[src/rtl/ws_array_ctrl_pkg.sv]
// Shared types and constants for the weight-stationary array sequencer.
package ws_ctrl_pkg;

    typedef enum logic [2:0] {
        ST_IDLE    = 3'd0,
        ST_LOAD    = 3'd1,
        ST_COMPUTE = 3'd2,
        ST_DRAIN   = 3'd3,
        ST_DONE    = 3'd4
    } ws_state_e;

    localparam int unsigned ACT_W = 8;

    typedef logic [ACT_W-1:0]   act_word_t;
    typedef logic [2*ACT_W-1:0] psum_word_t;

    // Acceptance-to-result latency: N skew, N array rows, 1 capture stage.
    function automatic int unsigned ws_latency(input int unsigned n);
        return 2 * n + 1;
    endfunction

endpackage

[src/rtl/ws_array_ctrl_if.sv]
// Weight, activation and result streams between the tile buffers and the sequencer.
interface ws_array_ctrl_if #(
    parameter int D_W = 8,
    parameter int N   = 4
);
    logic                      w_valid;
    logic                      w_ready;
    logic [N-1:0][D_W-1:0]     w_row;
    logic                      act_valid;
    logic                      act_ready;
    logic [N-1:0][D_W-1:0]     act_vec;
    logic                      res_valid;
    logic [N-1:0][2*D_W-1:0]   res_vec;

    modport master (
        output w_valid, w_row, act_valid, act_vec,
        input  w_ready, act_ready, res_valid, res_vec
    );

    modport slave (
        input  w_valid, w_row, act_valid, act_vec,
        output w_ready, act_ready, res_valid, res_vec
    );
endinterface

[src/rtl/ws_skew_line.sv]
// Register delay line of DEPTH stages; DEPTH=0 degenerates to a wire.
module ws_skew_line #(
    parameter int DEPTH = 1,
    parameter int W     = 8
) (
    input  logic         clk,
    input  logic         rst,
    input  logic [W-1:0] din,
    output logic [W-1:0] dout
);

    if (DEPTH == 0) begin : g_wire
        logic unused_s;
        assign unused_s = clk ^ rst;
        assign dout     = din;
    end else begin : g_reg
        logic [DEPTH-1:0][W-1:0] pipe_r;

        // Shift din through DEPTH registers.
        always_ff @(posedge clk or negedge rst) begin
            if (!rst) begin
                pipe_r <= '0;
            end else begin
                pipe_r[0] <= din;
                for (int i = 1; i < DEPTH; i++) begin
                    pipe_r[i] <= pipe_r[i-1];
                end
            end
        end

        assign dout = pipe_r[DEPTH-1];
    end

endmodule

[src/rtl/ws_array_ctrl.sv]
// Sequencer for an N x N weight-stationary systolic array: weight load, skewed
// activation injection and result de-skew. Optional WS_PERF_CNT_EN adds perf counters.
module ws_array_ctrl
    import ws_ctrl_pkg::*;
#(
    parameter int D_W   = ACT_W,
    parameter int N     = 4,
    parameter int CNT_W = 16
) (
    input  logic                     clk,
    input  logic                     rst,
    input  logic                     start,
    input  logic                     skip_load,
    input  logic [CNT_W-1:0]         num_vec,
    output logic                     busy,
    output logic                     done,
    ws_array_ctrl_if.slave           bus,
    output logic                     load_weight,
    output logic [N-1:0][D_W-1:0]    arr_m0,
    output logic [N-1:0][D_W-1:0]    arr_m1,
    input  logic [N-1:0][2*D_W-1:0]  arr_m2
`ifdef WS_PERF_CNT_EN
    ,
    output logic [31:0]              perf_cycles,
    output logic [31:0]              perf_bubbles
`endif
);

    localparam int L  = ws_latency(N);
    localparam int RW = $clog2(N + 1);

    ws_state_e             state_r;
    logic [CNT_W-1:0]      num_vec_r;
    logic [CNT_W-1:0]      acc_cnt_r;
    logic [RW-1:0]         row_cnt_r;
    logic                  w_ready_r;
    logic                  act_ready_r;
    logic                  busy_r;
    logic                  done_r;
    logic [L-1:0]          tag_r;
    logic [N-1:0][D_W-1:0] act_cap_r;
    logic                  w_acc_s;
    logic                  act_acc_s;

    assign w_acc_s   = bus.w_valid & w_ready_r;
    assign act_acc_s = bus.act_valid & act_ready_r;

    // Job sequencing: state, stream readies and job counters.
    always_ff @(posedge clk or negedge rst) begin
        if (!rst) begin
            state_r     <= ST_IDLE;
            num_vec_r   <= '0;
            acc_cnt_r   <= '0;
            row_cnt_r   <= '0;
            w_ready_r   <= 1'b0;
            act_ready_r <= 1'b0;
            busy_r      <= 1'b0;
            done_r      <= 1'b0;
        end else begin
            done_r <= 1'b0;
            case (state_r)
                ST_IDLE: begin
                    if (start) begin
                        busy_r    <= 1'b1;
                        num_vec_r <= num_vec;
                        acc_cnt_r <= '0;
                        row_cnt_r <= '0;
                        if (skip_load) begin
                            state_r     <= ST_COMPUTE;
                            act_ready_r <= (num_vec != '0);
                        end else begin
                            state_r   <= ST_LOAD;
                            w_ready_r <= 1'b1;
                        end
                    end
                end
                ST_LOAD: begin
                    if (w_acc_s) begin
                        if (row_cnt_r == RW'(N - 1)) begin
                            w_ready_r <= 1'b0;
                            if (num_vec_r == '0) begin
                                state_r <= ST_DRAIN;
                            end else begin
                                state_r     <= ST_COMPUTE;
                                act_ready_r <= 1'b1;
                            end
                        end else begin
                            row_cnt_r <= row_cnt_r + RW'(1'b1);
                        end
                    end
                end
                ST_COMPUTE: begin
                    // act_ready low here only for an empty job
                    if (!act_ready_r) begin
                        state_r <= ST_DRAIN;
                    end else if (act_acc_s) begin
                        acc_cnt_r <= acc_cnt_r + CNT_W'(1'b1);
                        if (acc_cnt_r + CNT_W'(1'b1) == num_vec_r) begin
                            act_ready_r <= 1'b0;
                            state_r     <= ST_DRAIN;
                        end
                    end
                end
                ST_DRAIN: begin
                    if (tag_r == '0) begin
                        state_r <= ST_DONE;
                        done_r  <= 1'b1;
                    end
                end
                ST_DONE: begin
                    state_r <= ST_IDLE;
                    busy_r  <= 1'b0;
                end
                default: begin
                    state_r     <= ST_IDLE;
                    w_ready_r   <= 1'b0;
                    act_ready_r <= 1'b0;
                    busy_r      <= 1'b0;
                end
            endcase
        end
    end

    // Capture accepted vectors (zero bubble otherwise) and track validity tags.
    always_ff @(posedge clk or negedge rst) begin
        if (!rst) begin
            tag_r     <= '0;
            act_cap_r <= '0;
        end else begin
            tag_r     <= {tag_r[L-2:0], act_acc_s};
            act_cap_r <= act_acc_s ? bus.act_vec : '0;
        end
    end

    for (genvar r = 0; r < N; r++) begin : g_skew
        ws_skew_line #(.DEPTH(r), .W(D_W)) u_skew (
            .clk  (clk),
            .rst  (rst),
            .din  (act_cap_r[r]),
            .dout (arr_m0[r])
        );
    end

    // Column c leaves the array c cycles after column 0, so it is held N-c stages.
    for (genvar c = 0; c < N; c++) begin : g_deskew
        ws_skew_line #(.DEPTH(N - c), .W(2 * D_W)) u_deskew (
            .clk  (clk),
            .rst  (rst),
            .din  (arr_m2[c]),
            .dout (bus.res_vec[c])
        );
    end

    assign bus.w_ready   = w_ready_r;
    assign bus.act_ready = act_ready_r;
    assign bus.res_valid = tag_r[L-1];
    assign load_weight   = w_acc_s;
    assign arr_m1        = w_acc_s ? bus.w_row : '0;
    assign busy          = busy_r;
    assign done          = done_r;

`ifdef WS_PERF_CNT_EN
    logic [31:0] perf_cycles_r;
    logic [31:0] perf_bubbles_r;

    // Busy-cycle and input-starvation counters, cleared by an accepted start.
    always_ff @(posedge clk or negedge rst) begin
        if (!rst) begin
            perf_cycles_r  <= 32'd0;
            perf_bubbles_r <= 32'd0;
        end else if ((state_r == ST_IDLE) && start) begin
            perf_cycles_r  <= 32'd0;
            perf_bubbles_r <= 32'd0;
        end else begin
            if (busy_r) begin
                perf_cycles_r <= perf_cycles_r + 32'd1;
            end
            if ((state_r == ST_COMPUTE) && act_ready_r && !bus.act_valid) begin
                perf_bubbles_r <= perf_bubbles_r + 32'd1;
            end
        end
    end

    assign perf_cycles  = perf_cycles_r;
    assign perf_bubbles = perf_bubbles_r;
`endif

endmodule

[src/flat_wrapper.sv]
// flat-port wrapper written by rule: the top's interface ports become plain ports
module ws_array_ctrl_flat import ws_ctrl_pkg::*;
#(
    parameter int D_W   = ACT_W,
    parameter int N     = 4,
    parameter int CNT_W = 16
)
  (clk, rst, start, skip_load, num_vec, busy, done, load_weight, arr_m0, arr_m1, arr_m2, bus_w_valid, bus_w_row, bus_act_valid, bus_act_vec, bus_w_ready, bus_act_ready, bus_res_valid, bus_res_vec);
  ws_array_ctrl_if #(.D_W(D_W), .N(N)) bus_i ();
  input  logic clk;
  input  logic rst;
  input  logic start;
  input  logic skip_load;
  input  logic [CNT_W-1:0] num_vec;
  output logic busy;
  output logic done;
  output logic load_weight;
  output logic [N-1:0][D_W-1:0] arr_m0;
  output logic [N-1:0][D_W-1:0] arr_m1;
  input  logic [N-1:0][2*D_W-1:0] arr_m2;
  input wire logic [$bits(bus_i.w_valid)-1:0] bus_w_valid;
  input wire logic [$bits(bus_i.w_row)-1:0] bus_w_row;
  input wire logic [$bits(bus_i.act_valid)-1:0] bus_act_valid;
  input wire logic [$bits(bus_i.act_vec)-1:0] bus_act_vec;
  output wire logic [$bits(bus_i.w_ready)-1:0] bus_w_ready;
  output wire logic [$bits(bus_i.act_ready)-1:0] bus_act_ready;
  output wire logic [$bits(bus_i.res_valid)-1:0] bus_res_valid;
  output wire logic [$bits(bus_i.res_vec)-1:0] bus_res_vec;
  assign bus_i.w_valid = bus_w_valid;
  assign bus_i.w_row = bus_w_row;
  assign bus_i.act_valid = bus_act_valid;
  assign bus_i.act_vec = bus_act_vec;
  assign bus_w_ready = bus_i.w_ready;
  assign bus_act_ready = bus_i.act_ready;
  assign bus_res_valid = bus_i.res_valid;
  assign bus_res_vec = bus_i.res_vec;
  ws_array_ctrl #(.D_W(D_W), .N(N), .CNT_W(CNT_W)) u_core (.clk(clk), .rst(rst), .start(start), .skip_load(skip_load), .num_vec(num_vec), .busy(busy), .done(done), .bus(bus_i), .load_weight(load_weight), .arr_m0(arr_m0), .arr_m1(arr_m1), .arr_m2(arr_m2));
endmodule
[config.mk]
export PLATFORM = sky130hd
export DESIGN_NAME = ws_array_ctrl_flat
export DESIGN_NICKNAME = d
export VERILOG_FILES = /design/src/rtl/ws_array_ctrl_pkg.sv /design/src/rtl/ws_array_ctrl_if.sv /design/src/rtl/ws_skew_line.sv /design/src/rtl/ws_array_ctrl.sv /design/src/flat_wrapper.sv
export SDC_FILE = /design/constraint.sdc
export NUM_CORES = 1
export LEC_CHECK = 0
export ABC_AREA = 1
export CAP_MARGIN = 20
export CORE_MARGIN = 2
export CORE_UTILIZATION = 55
export CTS_CLUSTER_SIZE = 30
export DETAILED_ROUTE_END_ITERATION = 6
export DONT_BUFFER_PORTS = 1
export GPL_ROUTABILITY_DRIVEN = 1
export PLACE_DENSITY = 0.82
export SLEW_MARGIN = 5
export SYNTH_ARGS = -nofsm -noshare
export SYNTH_HDL_FRONTEND = slang
export SYNTH_HIERARCHICAL = 1
export SYNTH_SLANG_ARGS = --single-unit
[constraint.sdc]
create_clock -name clk -period 5.05 [get_ports clk]
set_clock_uncertainty 0.15 [all_clocks]
set_input_delay 0.505 -clock clk [delete_from_list [all_inputs] [get_ports clk]]
set_output_delay 0.505 -clock clk [all_outputs]
set_load 0.05 [all_outputs]
# Yosys cells after proc, flatten, opt, wreduce, memory -nomap -nowiden
# Cells that the tools add are included.
[word_totals] wordCells=108 in_bits=150 ff_bits=291 out_inout_bits=134
[op_classes] add_sub_neg=2 bitwise_logic=5 reduce_logical=16 n_mux=38 eq_ne=18
[ops] operator="two-way mux 32 bit" count=2
[ops] operator="two-way mux 16 bit" count=3
[ops] operator="case mux 16 bit (2 select lines)" count=1
[ops] operator="two-way mux 3 bit" count=10
[ops] operator="adder 16 x 1 -> 16 bit, second input constant" count=1
[ops] operator="== test 16 bit" count=1
[ops] operator="zero test 16 bit" count=1
[ops] operator="two-way mux 1 bit" count=16
[ops] operator="nonzero test 16 bit" count=1
[ops] operator="case mux 3 bit (4 select lines)" count=1
[ops] operator="AND reduction 6 bit" count=2
[ops] operator="!= test 2 x 1 -> 1 bit, second input constant" count=5
[ops] operator="!= test 2 bit, second input constant" count=5
[ops] operator="== test 3 x 2 -> 1 bit, second input constant" count=3
[ops] operator="zero test 9 bit" count=1
[ops] operator="AND reduction 4 bit" count=2
[ops] operator="!= test 3 bit, second input constant" count=2
[ops] operator="case mux 3 bit (2 select lines)" count=1
[ops] operator="OR reduction 3 bit" count=2
[ops] operator="AND reduction 5 bit" count=1
[ops] operator="case mux 1 bit (4 select lines)" count=1
[ops] operator="AND reduction 2 bit" count=2
[ops] operator="nonzero test 2 bit" count=2
[ops] operator="adder 3 x 1 -> 3 bit, second input constant" count=1
[ops] operator="9 further kinds" count=12

# Depth between registers and ports, before layout
# Gate-level depths: netlist of the first run.
[logic_depth] ltp_word=6 ltp_mapped=15 mapped_depth_nobuf=15

# Modules after synthesis
# Netlist of the first run, hierarchy kept.
[modules_own_cells] mod="ws_array_ctrl" area_each_um2=4124.0 instances=1 cells_each=552 seq_area_each_um2=2077.0
[modules_own_cells] mod="ws_skew_line (u_core.g_deskew[0].u_deskew)" area_each_um2=1721.7 instances=1 cells_each=80 seq_area_each_um2=1601.5
[modules_own_cells] mod="ws_skew_line (u_core.g_deskew[1].u_deskew)" area_each_um2=1321.3 instances=1 cells_each=64 seq_area_each_um2=1201.2
[modules_own_cells] mod="ws_skew_line (u_core.g_deskew[2].u_deskew)" area_each_um2=920.9 instances=1 cells_each=48 seq_area_each_um2=800.8
[modules_own_cells] mod="ws_skew_line (u_core.g_skew[3].u_skew)" area_each_um2=660.6 instances=1 cells_each=32 seq_area_each_um2=600.6
[modules_own_cells] mod="ws_skew_line (u_core.g_skew[2].u_skew)" area_each_um2=460.4 instances=1 cells_each=24 seq_area_each_um2=400.4
[modules_own_cells] mod="ws_skew_line (u_core.g_deskew[3].u_deskew)" area_each_um2=400.4 instances=1 cells_each=16 seq_area_each_um2=400.4
[modules_own_cells] mod="ws_skew_line (u_core.g_skew[1].u_skew)" area_each_um2=200.2 instances=1 cells_each=8 seq_area_each_um2=200.2
[modules_own_cells] mod="ws_skew_line (u_core.g_skew[0].u_skew)" area_each_um2=60.1 instances=1 cells_each=8 seq_area_each_um2=0.0

# Least setup slack after synthesis of the first run
# OpenSTA, ideal clock, no wires.
[synth_timing] path_type="flip-flop to output port" start="register u_core.w_ready_r, in the netlist u_core/bus.w_ready" end="output arr_m1[22] (netlist name)" setup_slack_ns=2.647 t_arrival_ns=1.748 path_stages_with_launch=4 n_path_buf=1 required_ns=4.395 path_cell_list="dfrtp_1 -> nand2_1 -> clkbuf_1 -> nor2_1"
[synth_rtl] item="start, declared" line="ws_array_ctrl.sv:36" source="logic w_ready_r;"
[synth_rtl] item="start signal, assigned" line="ws_array_ctrl.sv:55" source="w_ready_r <= 1'b0;"
[synth_rtl] item="start signal, assigned" line="ws_array_ctrl.sv:73" source="w_ready_r <= 1'b1;"
[synth_rtl] item="start signal, assigned" line="ws_array_ctrl.sv:80" source="w_ready_r <= 1'b0;"
[synth_rtl] item="end, declared" line="flat_wrapper.sv:19" source="output logic [N-1:0][D_W-1:0] arr_m1;"

==> metrics.txt, run 1 <==
# TYPE chip_impl_metric gauge
chip_impl_metric{name="numCtsBuffers",unit=""} 27
chip_impl_metric{name="finalCritPeriodShare",unit="%"} 70.1
chip_impl_metric{name="ys_warn_count",unit=""} 6
chip_impl_metric{name="layout-drive-gt1-share",unit="%"} 6.14
chip_impl_metric{name="routed-wl-met2",unit="um"} 10700
chip_impl_metric{name="floorplan.die_area",unit="um2"} 19000
chip_impl_metric{name="core_area",unit="um2"} 17400
chip_impl_metric{name="vias_per_cell",unit=""} 5.08
chip_impl_metric{name="critPathMaxStageDelay",unit="ps"} 970
chip_impl_metric{name="synth.net_count",unit=""} 985
chip_impl_metric{name="flow.area_growth_from_synthesis",unit="%"} 18.0
chip_impl_metric{name="ff2ff_path_depth",unit=""} 8
chip_impl_metric{name="multi_input_comb_area",unit="um2"} 1560
chip_impl_metric{name="worstPathRequired",unit="ps"} 4390
chip_impl_metric{name="power_leakage",unit="nW"} 5.73
chip_impl_metric{name="grt.overflow.total",unit=""} 0
chip_impl_metric{name="clock_period_minus_worst_slack",unit="ps"} 3540
chip_impl_metric{name="insertion_delay",unit="ps"} 530
chip_impl_info{name="setup_repair_after_global_routing_missed_its_margin",value="no"} 1
chip_impl_metric{name="detail_route.iter0.violations",unit=""} 435
chip_impl_metric{name="irDropWorstVdd",unit="uV"} 404
chip_impl_metric{name="cell_count_after_synthesis",unit=""} 832
chip_impl_metric{name="post_cts_buffers",unit=""} 0
chip_impl_metric{name="drt-wirelength-per-cell",unit="um"} 18.1
chip_impl_metric{name="critPathMaxFanout",unit=""} 34
chip_impl_metric{name="rows",unit=""} 48
chip_impl_info{name="path_cells",value="nand2_1, nor2_1"} 1
chip_impl_info{name="mostFrequentLayoutCell",value="dfrtp_1"} 1
chip_impl_info{name="timing.rr.start",value="u_core/bus.w_ready"} 1
chip_impl_metric{name="max_slew.worst_pin.slew",unit="ps"} 1050
chip_impl_metric{name="die_width",unit="um"} 138
chip_impl_metric{name="post-dp-hpwl",unit="um"} 12200
chip_impl_metric{name="drt-total-wl",unit="um"} 20600
chip_impl_metric{name="setup_viol",unit=""} 0
chip_impl_metric{name="synth.ff_latch_count",unit=""} 291
chip_impl_metric{name="grt_pass1_wl",unit="um"} 31200
chip_impl_metric{name="synth_seq_area_share",unit="%"} 73.8
chip_impl_metric{name="cp_data_arrival_time",unit="ps"} 2890
chip_impl_metric{name="hold_violations",unit=""} 291
chip_impl_metric{name="fin_nets",unit=""} 1044
chip_impl_info{name="sort_of_element_at_the_start_of_the_critical_path",value="flip-flop"} 1
chip_impl_metric{name="cts.clk_slew.worst_paths",unit="ps"} 60
chip_impl_info{name="violations",value="negative hold slack"} 1
chip_impl_metric{name="powerDensity",unit="nW/um2"} 511
chip_impl_info{name="run_status",value="finished with violations"} 1
chip_impl_metric{name="clock_sinks",unit=""} 291
chip_impl_metric{name="ant_nets",unit=""} 0
chip_impl_metric{name="cts-htree-levels",unit=""} 1
chip_impl_metric{name="synth.lib_cells_used.distinct",unit=""} 26
chip_impl_metric{name="routed-wl-met3",unit="um"} 1800
chip_impl_metric{name="mappedNetlistArea",unit="um2"} 9870
chip_impl_info{name="slowest_stage",value="nor2_1"} 1
chip_impl_metric{name="fmaxAchievable",unit="GHz"} 0.282
chip_impl_info{name="hold_path.class",value="input pin to asynchronous set/reset pin"} 1
chip_impl_metric{name="timing.max_slew.rel_slack",unit="%"} 29.9
chip_impl_metric{name="drv.max_cap_violation_count",unit=""} 0
chip_impl_metric{name="preCtsSetupSlack",unit="ps"} 2070
chip_impl_metric{name="hold_slack",unit="ps"} -480
chip_impl_metric{name="drt_pre_antenna_iters",unit=""} 5
chip_impl_metric{name="initial_core_utilization",unit="%"} 56.7
chip_impl_metric{name="r2r_slack",unit="ps"} 2060
chip_impl_metric{name="finalMaxSlewViolations",unit=""} 0
chip_impl_metric{name="cts_max_path_buffers",unit=""} 3
chip_impl_metric{name="global_route.usage.total",unit="%"} 21.7
chip_impl_info{name="root_buffer",value="clkbuf_16"} 1
chip_impl_metric{name="route.layer.met1.wl",unit="um"} 7500
chip_impl_metric{name="finish.instance_area",unit="um2"} 11600
chip_impl_metric{name="fp.dieH",unit="um"} 138
chip_impl_metric{name="final-seq-area",unit="um2"} 7280
chip_impl_metric{name="setup_ws",unit="ps"} 1510
chip_impl_metric{name="dr_total_vias",unit=""} 5777
chip_impl_info{name="tritoncts",value="yes"} 1
chip_impl_metric{name="cts_resized",unit=""} 0
chip_impl_info{name="reg2reg_to",value="u_core/state_r[0]"} 1
chip_impl_metric{name="nFillCells",unit=""} 1146
chip_impl_metric{name="antenna_found_initial",unit=""} 0
chip_impl_info{name="routed.top_layer",value="met4"} 1
chip_impl_metric{name="post-route-drc-count",unit=""} 0
chip_impl_metric{name="synth_area_per_cell",unit="um2"} 11.9
chip_impl_metric{name="gp_congestion",unit=""} 0.909
chip_impl_info{name="timing.setup.critical_path_class",value="flip-flop to output port"} 1
chip_impl_metric{name="antenna_cells",unit=""} 0
chip_impl_metric{name="largest_net_degree_at_the_start_of_global_routing",unit=""} 292
chip_impl_info{name="most_frequent_cells_in_the_layout",value="dfrtp_1 (291), inv_1 (117), dlygate4sd3_1 (112), nand2_1 (111), nor2_1 (96)"} 1
chip_impl_metric{name="placed_area",unit="um2"} 9580
chip_impl_metric{name="postCtsHoldBufs",unit=""} 112
chip_impl_metric{name="ioPinCount",unit=""} 284
chip_impl_metric{name="first_global_vias",unit=""} 5833
chip_impl_info{name="critPathCaptureType",value="output port"} 1
chip_impl_metric{name="setup_total_negative_slack",unit="ps"} 0
chip_impl_metric{name="buffer_ports.inserted",unit=""} 0
==> critical path, delay by kind of cell, from the launching register on <==
kind | cells | cell delay (ps)
flip-flops | 1 | 650
AND/OR/NAND/NOR | 2 | 1700
==> per-layer routing <==
metal	vias to the layer above	GRT usage, %
met5	-	0
met4	0	6.80
met3	57	4.50
met2	337	38.9
met1	2778	26.4
li1	2605	-
==> cell usage after synthesis <==
| master | number | area share (%) |
|---|---|---|
| clkinv_1 | 1 | 0.038 |
| ha_1 | 3 | 0.38 |
| nand4_1 | 13 | 0.82 |
| and2_1 | 1 | 0.063 |
| nand3_1 | 50 | 2.5 |
| dfrtp_1 | 291 | 74 |
| nor2_4 | 5 | 0.57 |
| a21oi_1 | 3 | 0.15 |
| nand2_4 | 1 | 0.11 |
| nor2_1 | 96 | 3.7 |
| buf_2 | 3 | 0.15 |
| o22ai_1 | 8 | 0.51 |
| nand3_2 | 1 | 0.10 |
| nand2_2 | 2 | 0.13 |
| o21ai_0 | 30 | 1.5 |
| nor2_2 | 2 | 0.13 |
| a32o_1 | 1 | 0.10 |
| inv_1 | 117 | 4.4 |
| nand2_1 | 112 | 4.3 |
| nor3_1 | 2 | 0.10 |
| o21ai_1 | 1 | 0.051 |
| nor4_1 | 7 | 0.44 |
| clkbuf_1 | 8 | 0.30 |
| xnor2_1 | 1 | 0.089 |
| buf_4 | 72 | 5.5 |
| a21boi_0 | 1 | 0.076 |
==> stage by stage <==
stage	hold slack (ps)	total power, mW	utilization, %	instances
after floorplan	59.4	3.65	-	832
after global placement	63.3	3.73	55.0	975
after detailed placement	64.0	3.76	55.0	975
after CTS	-503	5.95	66.8	1137
after global routing	-515	6.21	66.8	1137
final	-480	5.95	66.8	1137
==> power breakdown <==
part,switching (mW),total [mW],internal (mW)
Combinational,0.584,0.833,0.249
Sequential,0.426,3.02,2.59
Clock,0.832,2.09,1.26
==> how the worst max path moves through the flow <==
stage | start | endpoint | slack (ps) | cells after the start
after detailed placement | u_core/bus.w_ready | arr_m1[20] | 2070 | 2
final | u_core/bus.w_ready | arr_m1[0] | 1510 | 2
after global placement | u_core/bus.w_ready | arr_m1[10] | 2130 | 2
after floorplan | u_core/bus.w_ready | arr_m1[22] | 2650 | 3
after global routing | u_core/bus.w_ready | arr_m1[21] | 1360 | 2
after CTS | u_core/bus.w_ready | arr_m1[20] | 1510 | 2
==> layout make-up <==
| cell class | count | share of cell area (%) |
|---|---|---|
| clock inverter | 8 | 1.14 |
| tap | 225 | 2.42 |
| timing repair buffer | 113 | 9.69 |
| sequential | 291 | 62.6 |
| multi-input combinational | 340 | 13.4 |
| clock buffer | 42 | 6.98 |
| inverter | 118 | 3.80 |
==> logic make-up after synthesis <==
group,after synthesis,synth area share (%)
and+or+nand+nor,292,12.9
DFF,291,73.8
buffers and inverters,201,10.4
AOI/OAI and AO/OA,44,2.41
adders and majority gates,3,0.380
xor gates and xnor gates,1,0.0888
==> state kept, by name (all words and copies together), names as in the netlist <==
register / cells
u_core/done: 1
u_core/g_skew.u_skew/dout: 24
u_core/bus.act_ready: 1
u_core/tag_r: 9
u_core/g_skew.u_skew/g_reg.pipe_r: 24
u_core/g_deskew.u_deskew/dout: 64
u_core/num_vec_r: 16
u_core/acc_cnt_r: 16
u_core/act_cap_r: 32
u_core/busy: 1
u_core/row_cnt_r: 3
u_core/g_deskew.u_deskew/g_reg.pipe_r: 96
u_core/state_r: 3
u_core/bus.w_ready: 1
Power figures use the tool's default switching activity.
==> run 2: changes to the inputs <==
- PLACE_DENSITY: 0.82 -> 0.85
- clock period: 5.05 -> 2.9 ns (I/O delays scaled with it)
==> run 2 against run 1 <==
Compared with the run above:
- the flow still finishes with violations (negative hold slack)
- combinational power rose by 96%
- non-clock buffer count grew 39
- die area unchanged
- final cell count grew 3.4%
- global-route usage is 1.2 points higher
- via count increased by 4.2%
- critical path depth rose by 6
- clock-buffer cell count decreased by 10
- worst hold slack worse by 220 ps
- sequential cell count unchanged
- sequential power rose by 72%
- core utilization increased by 1.8 points
- critical endpoint is now u_core/acc_cnt_r[8]
==> metrics.txt, run 2 (synthesis results as in run 1) <==
# TYPE chip_impl_metric gauge
chip_impl_metric{name="clock_period_minus_worst_slack",unit="ps"} 2400
chip_impl_metric{name="detail_route.iter0.violations",unit=""} 495
chip_impl_metric{name="route.layer.met1.wl",unit="um"} 7690
chip_impl_metric{name="gp_congestion",unit=""} 0.966
chip_impl_metric{name="grt_pass1_wl",unit="um"} 32700
chip_impl_metric{name="setup_viol",unit=""} 0
chip_impl_metric{name="critPathMaxFanout",unit=""} 15
chip_impl_info{name="tritoncts",value="yes"} 1
chip_impl_metric{name="preCtsSetupSlack",unit="ps"} 588
chip_impl_info{name="reg2reg_to",value="u_core/acc_cnt_r[8]"} 1
chip_impl_metric{name="first_global_vias",unit=""} 6111
chip_impl_metric{name="buffer_ports.inserted",unit=""} 0
chip_impl_info{name="mostFrequentLayoutCell",value="dfrtp_1"} 1
chip_impl_metric{name="global_route.usage.total",unit="%"} 22.9
chip_impl_info{name="root_buffer",value="clkbuf_16"} 1
chip_impl_metric{name="layout-drive-gt1-share",unit="%"} 10.0
chip_impl_metric{name="timing.max_slew.rel_slack",unit="%"} 60.1
chip_impl_info{name="critPathCaptureType",value="flip-flop"} 1
chip_impl_metric{name="ioPinCount",unit=""} 284
chip_impl_metric{name="power.sequential.fraction",unit="%"} 49.2
chip_impl_metric{name="core_area",unit="um2"} 17400
chip_impl_info{name="setup_repair_after_global_routing_missed_its_margin",value="no"} 1
chip_impl_metric{name="combinationalPowerShare",unit="%"} 15.4
chip_impl_metric{name="irDropWorstVdd",unit="uV"} 717
chip_impl_metric{name="switching_share",unit="%"} 31.0
chip_impl_metric{name="cts-htree-levels",unit=""} 1
chip_impl_info{name="timing.rr.start",value="u_core/state_r[2]"} 1
chip_impl_metric{name="drv.max_cap_violation_count",unit=""} 0
chip_impl_metric{name="antenna_found_initial",unit=""} 3
chip_impl_metric{name="fmaxAchievable",unit="GHz"} 0.416
chip_impl_metric{name="multi_input_comb_area",unit="um2"} 1560
chip_impl_metric{name="rows",unit=""} 48
chip_impl_metric{name="die_width",unit="um"} 138
chip_impl_info{name="timing.setup.critical_path_class",value="flip-flop to flip-flop"} 1
chip_impl_metric{name="power_report.internal_total",unit="mW"} 7.30
chip_impl_metric{name="dr_total_vias",unit=""} 6022
chip_impl_metric{name="fp.dieH",unit="um"} 138
chip_impl_metric{name="hold_slack",unit="ps"} -697
chip_impl_metric{name="cp_data_arrival_time",unit="ps"} 2640
chip_impl_info{name="routed.top_layer",value="met4"} 1
chip_impl_metric{name="ff2ff_path_depth",unit=""} 8
chip_impl_info{name="run_status",value="finished with violations"} 1
chip_impl_metric{name="routed-wl-met3",unit="um"} 1940
chip_impl_metric{name="setup_total_negative_slack",unit="ps"} 0
chip_impl_metric{name="placed_area",unit="um2"} 9850
chip_impl_metric{name="vias_per_cell",unit=""} 5.12
chip_impl_metric{name="ant_nets",unit=""} 0
chip_impl_metric{name="floorplan.die_area",unit="um2"} 19000
chip_impl_metric{name="fin_nets",unit=""} 1083
chip_impl_metric{name="hold_violations",unit=""} 291
chip_impl_metric{name="powerDensity",unit="nW/um2"} 885
chip_impl_metric{name="largest_net_degree_at_the_start_of_global_routing",unit=""} 292
chip_impl_metric{name="drt-wirelength-per-cell",unit="um"} 18.5
chip_impl_metric{name="post-route-drc-count",unit=""} 0
chip_impl_metric{name="power_frac_clock",unit="%"} 35.4
chip_impl_metric{name="flow.area_growth_from_synthesis",unit="%"} 21.2
chip_impl_info{name="sort_of_element_at_the_start_of_the_critical_path",value="flip-flop"} 1
chip_impl_metric{name="insertion_delay",unit="ps"} 530
chip_impl_metric{name="finish.instance_area",unit="um2"} 12000
chip_impl_metric{name="max_slew.worst_pin.slew",unit="ps"} 598
chip_impl_metric{name="worstPathRequired",unit="ps"} 3140
chip_impl_metric{name="post-dp-hpwl",unit="um"} 13400
chip_impl_metric{name="postCtsHoldBufs",unit=""} 114
chip_impl_metric{name="setup_ws",unit="ps"} 497
chip_impl_metric{name="nFillCells",unit=""} 1161
chip_impl_info{name="violations",value="negative hold slack"} 1
chip_impl_metric{name="finalCritPeriodShare",unit="%"} 82.8
chip_impl_metric{name="routed-wl-met2",unit="um"} 11100
chip_impl_info{name="most_frequent_cells_in_the_layout",value="dfrtp_1 (291), inv_1 (117), dlygate4sd3_1 (114), nand2_1 (112), nor2_1 (96)"} 1
chip_impl_metric{name="finalMaxSlewViolations",unit=""} 0
chip_impl_metric{name="final-seq-area",unit="um2"} 7280
chip_impl_metric{name="drt_pre_antenna_iters",unit=""} 5
chip_impl_metric{name="r2r_slack",unit="ps"} 500
chip_impl_metric{name="cts_max_path_buffers",unit=""} 3
chip_impl_metric{name="cts_resized",unit=""} 0
chip_impl_metric{name="largest_register_ffs",unit=""} 96
chip_impl_metric{name="numCtsBuffers",unit=""} 27
chip_impl_metric{name="net-switching-power",unit="mW"} 3.28
chip_impl_metric{name="clock_sinks",unit=""} 291
chip_impl_metric{name="power_leakage",unit="nW"} 5.94
chip_impl_metric{name="cts.clk_slew.worst_paths",unit="ps"} 60
chip_impl_metric{name="initial_core_utilization",unit="%"} 56.7
chip_impl_info{name="hold_path.class",value="input pin to asynchronous set/reset pin"} 1
chip_impl_metric{name="grt.overflow.total",unit=""} 0
chip_impl_metric{name="drt-total-wl",unit="um"} 21700
chip_impl_info{name="regMostFlops",value="u_core/g_deskew.u_deskew/g_reg.pipe_r"} 1
-- run 2: cell types whose count changed in the layout (fill, tap and decap cells not counted), sizes merged --
cell | previous run | this run
buf | 1 | 38
dlygate4sd3 | 112 | 114
clkinv | 4 | 8
clkbuf | 42 | 32
clkinvlp | 1 | 2
diode | 0 | 3
bufinv | 3 | 5
-- run 2: power groups by stage --
stage	registers [mW]	clock network, mW	logic (mW)
2_1_floorplan	4.92	0	1.44
3_3_place_gp	5.24	0	1.40
3_5_place_dp	5.27	0	1.44
4_1_cts	5.20	3.82	1.59
5_1_grt	5.25	4.01	1.77
6_report	5.20	3.75	1.63
-- run 2: through the flow --
step           hold WS, ps  util [%]  instances  total power [mW]
2_1_floorplan         -156         -        832              6.36
3_3_place_gp          -150      56.6       1012              6.64
3_5_place_dp          -151      56.6       1012              6.71
4_1_cts               -716      68.6       1173              10.6
5_1_grt               -715      68.7       1176              11.0
6_report              -697      68.7       1176              10.6
-- run 2: what timing repair did --
| item | CTS | global route |
|---|---|---|
| buffers inserted | 0 | 0 |
| endpoints found under the hold margin | 413 | 291 |
| setup endpoints to repair | 0 | 0 |
-- run 2: routing by layer --
layer / global-route usage (%) / vias up
li1: - / 2686
met1: 26.9 / 2872
met2: 40.8 / 400
met3: 4.46 / 64
met4: 10.3 / 0
met5: 0 / -
-- run 2: how the worst max path moves through the flow --
| stage | from | end | slack [ps] |
|---|---|---|---|
| after floorplan | u_core/bus.w_ready | arr_m1[22] | 710 |
| after global placement | u_core/state_r[2] | u_core/acc_cnt_r[8] | 690 |
| after detailed placement | u_core/state_r[2] | u_core/acc_cnt_r[9] | 590 |
| after CTS | u_core/state_r[2] | u_core/acc_cnt_r[13] | 560 |
| after global routing | u_core/state_r[2] | u_core/acc_cnt_r[11] | 270 |
| final | u_core/state_r[2] | u_core/acc_cnt_r[8] | 500 |
-- run 2: cell type report --
type,instances,share of cell area (%)
diodes,3,0.0628
clock buffers,32,6.14
clock inverters,15,1.87
inverters,118,3.70
multi-input cells,340,13.0
flip-flops and latches,291,60.9
well taps,225,2.35
repair buffers,152,11.9
-- run 2: worst max-delay path, cell delays in order (launching register included) --
cell and delay, ps:
dfrtp_1 410, nor2_1 190, inv_1 100, nor2_1 210, inv_1 80, nor2_1 380
nor2_1 130, inv_1 420, o21ai_0 180
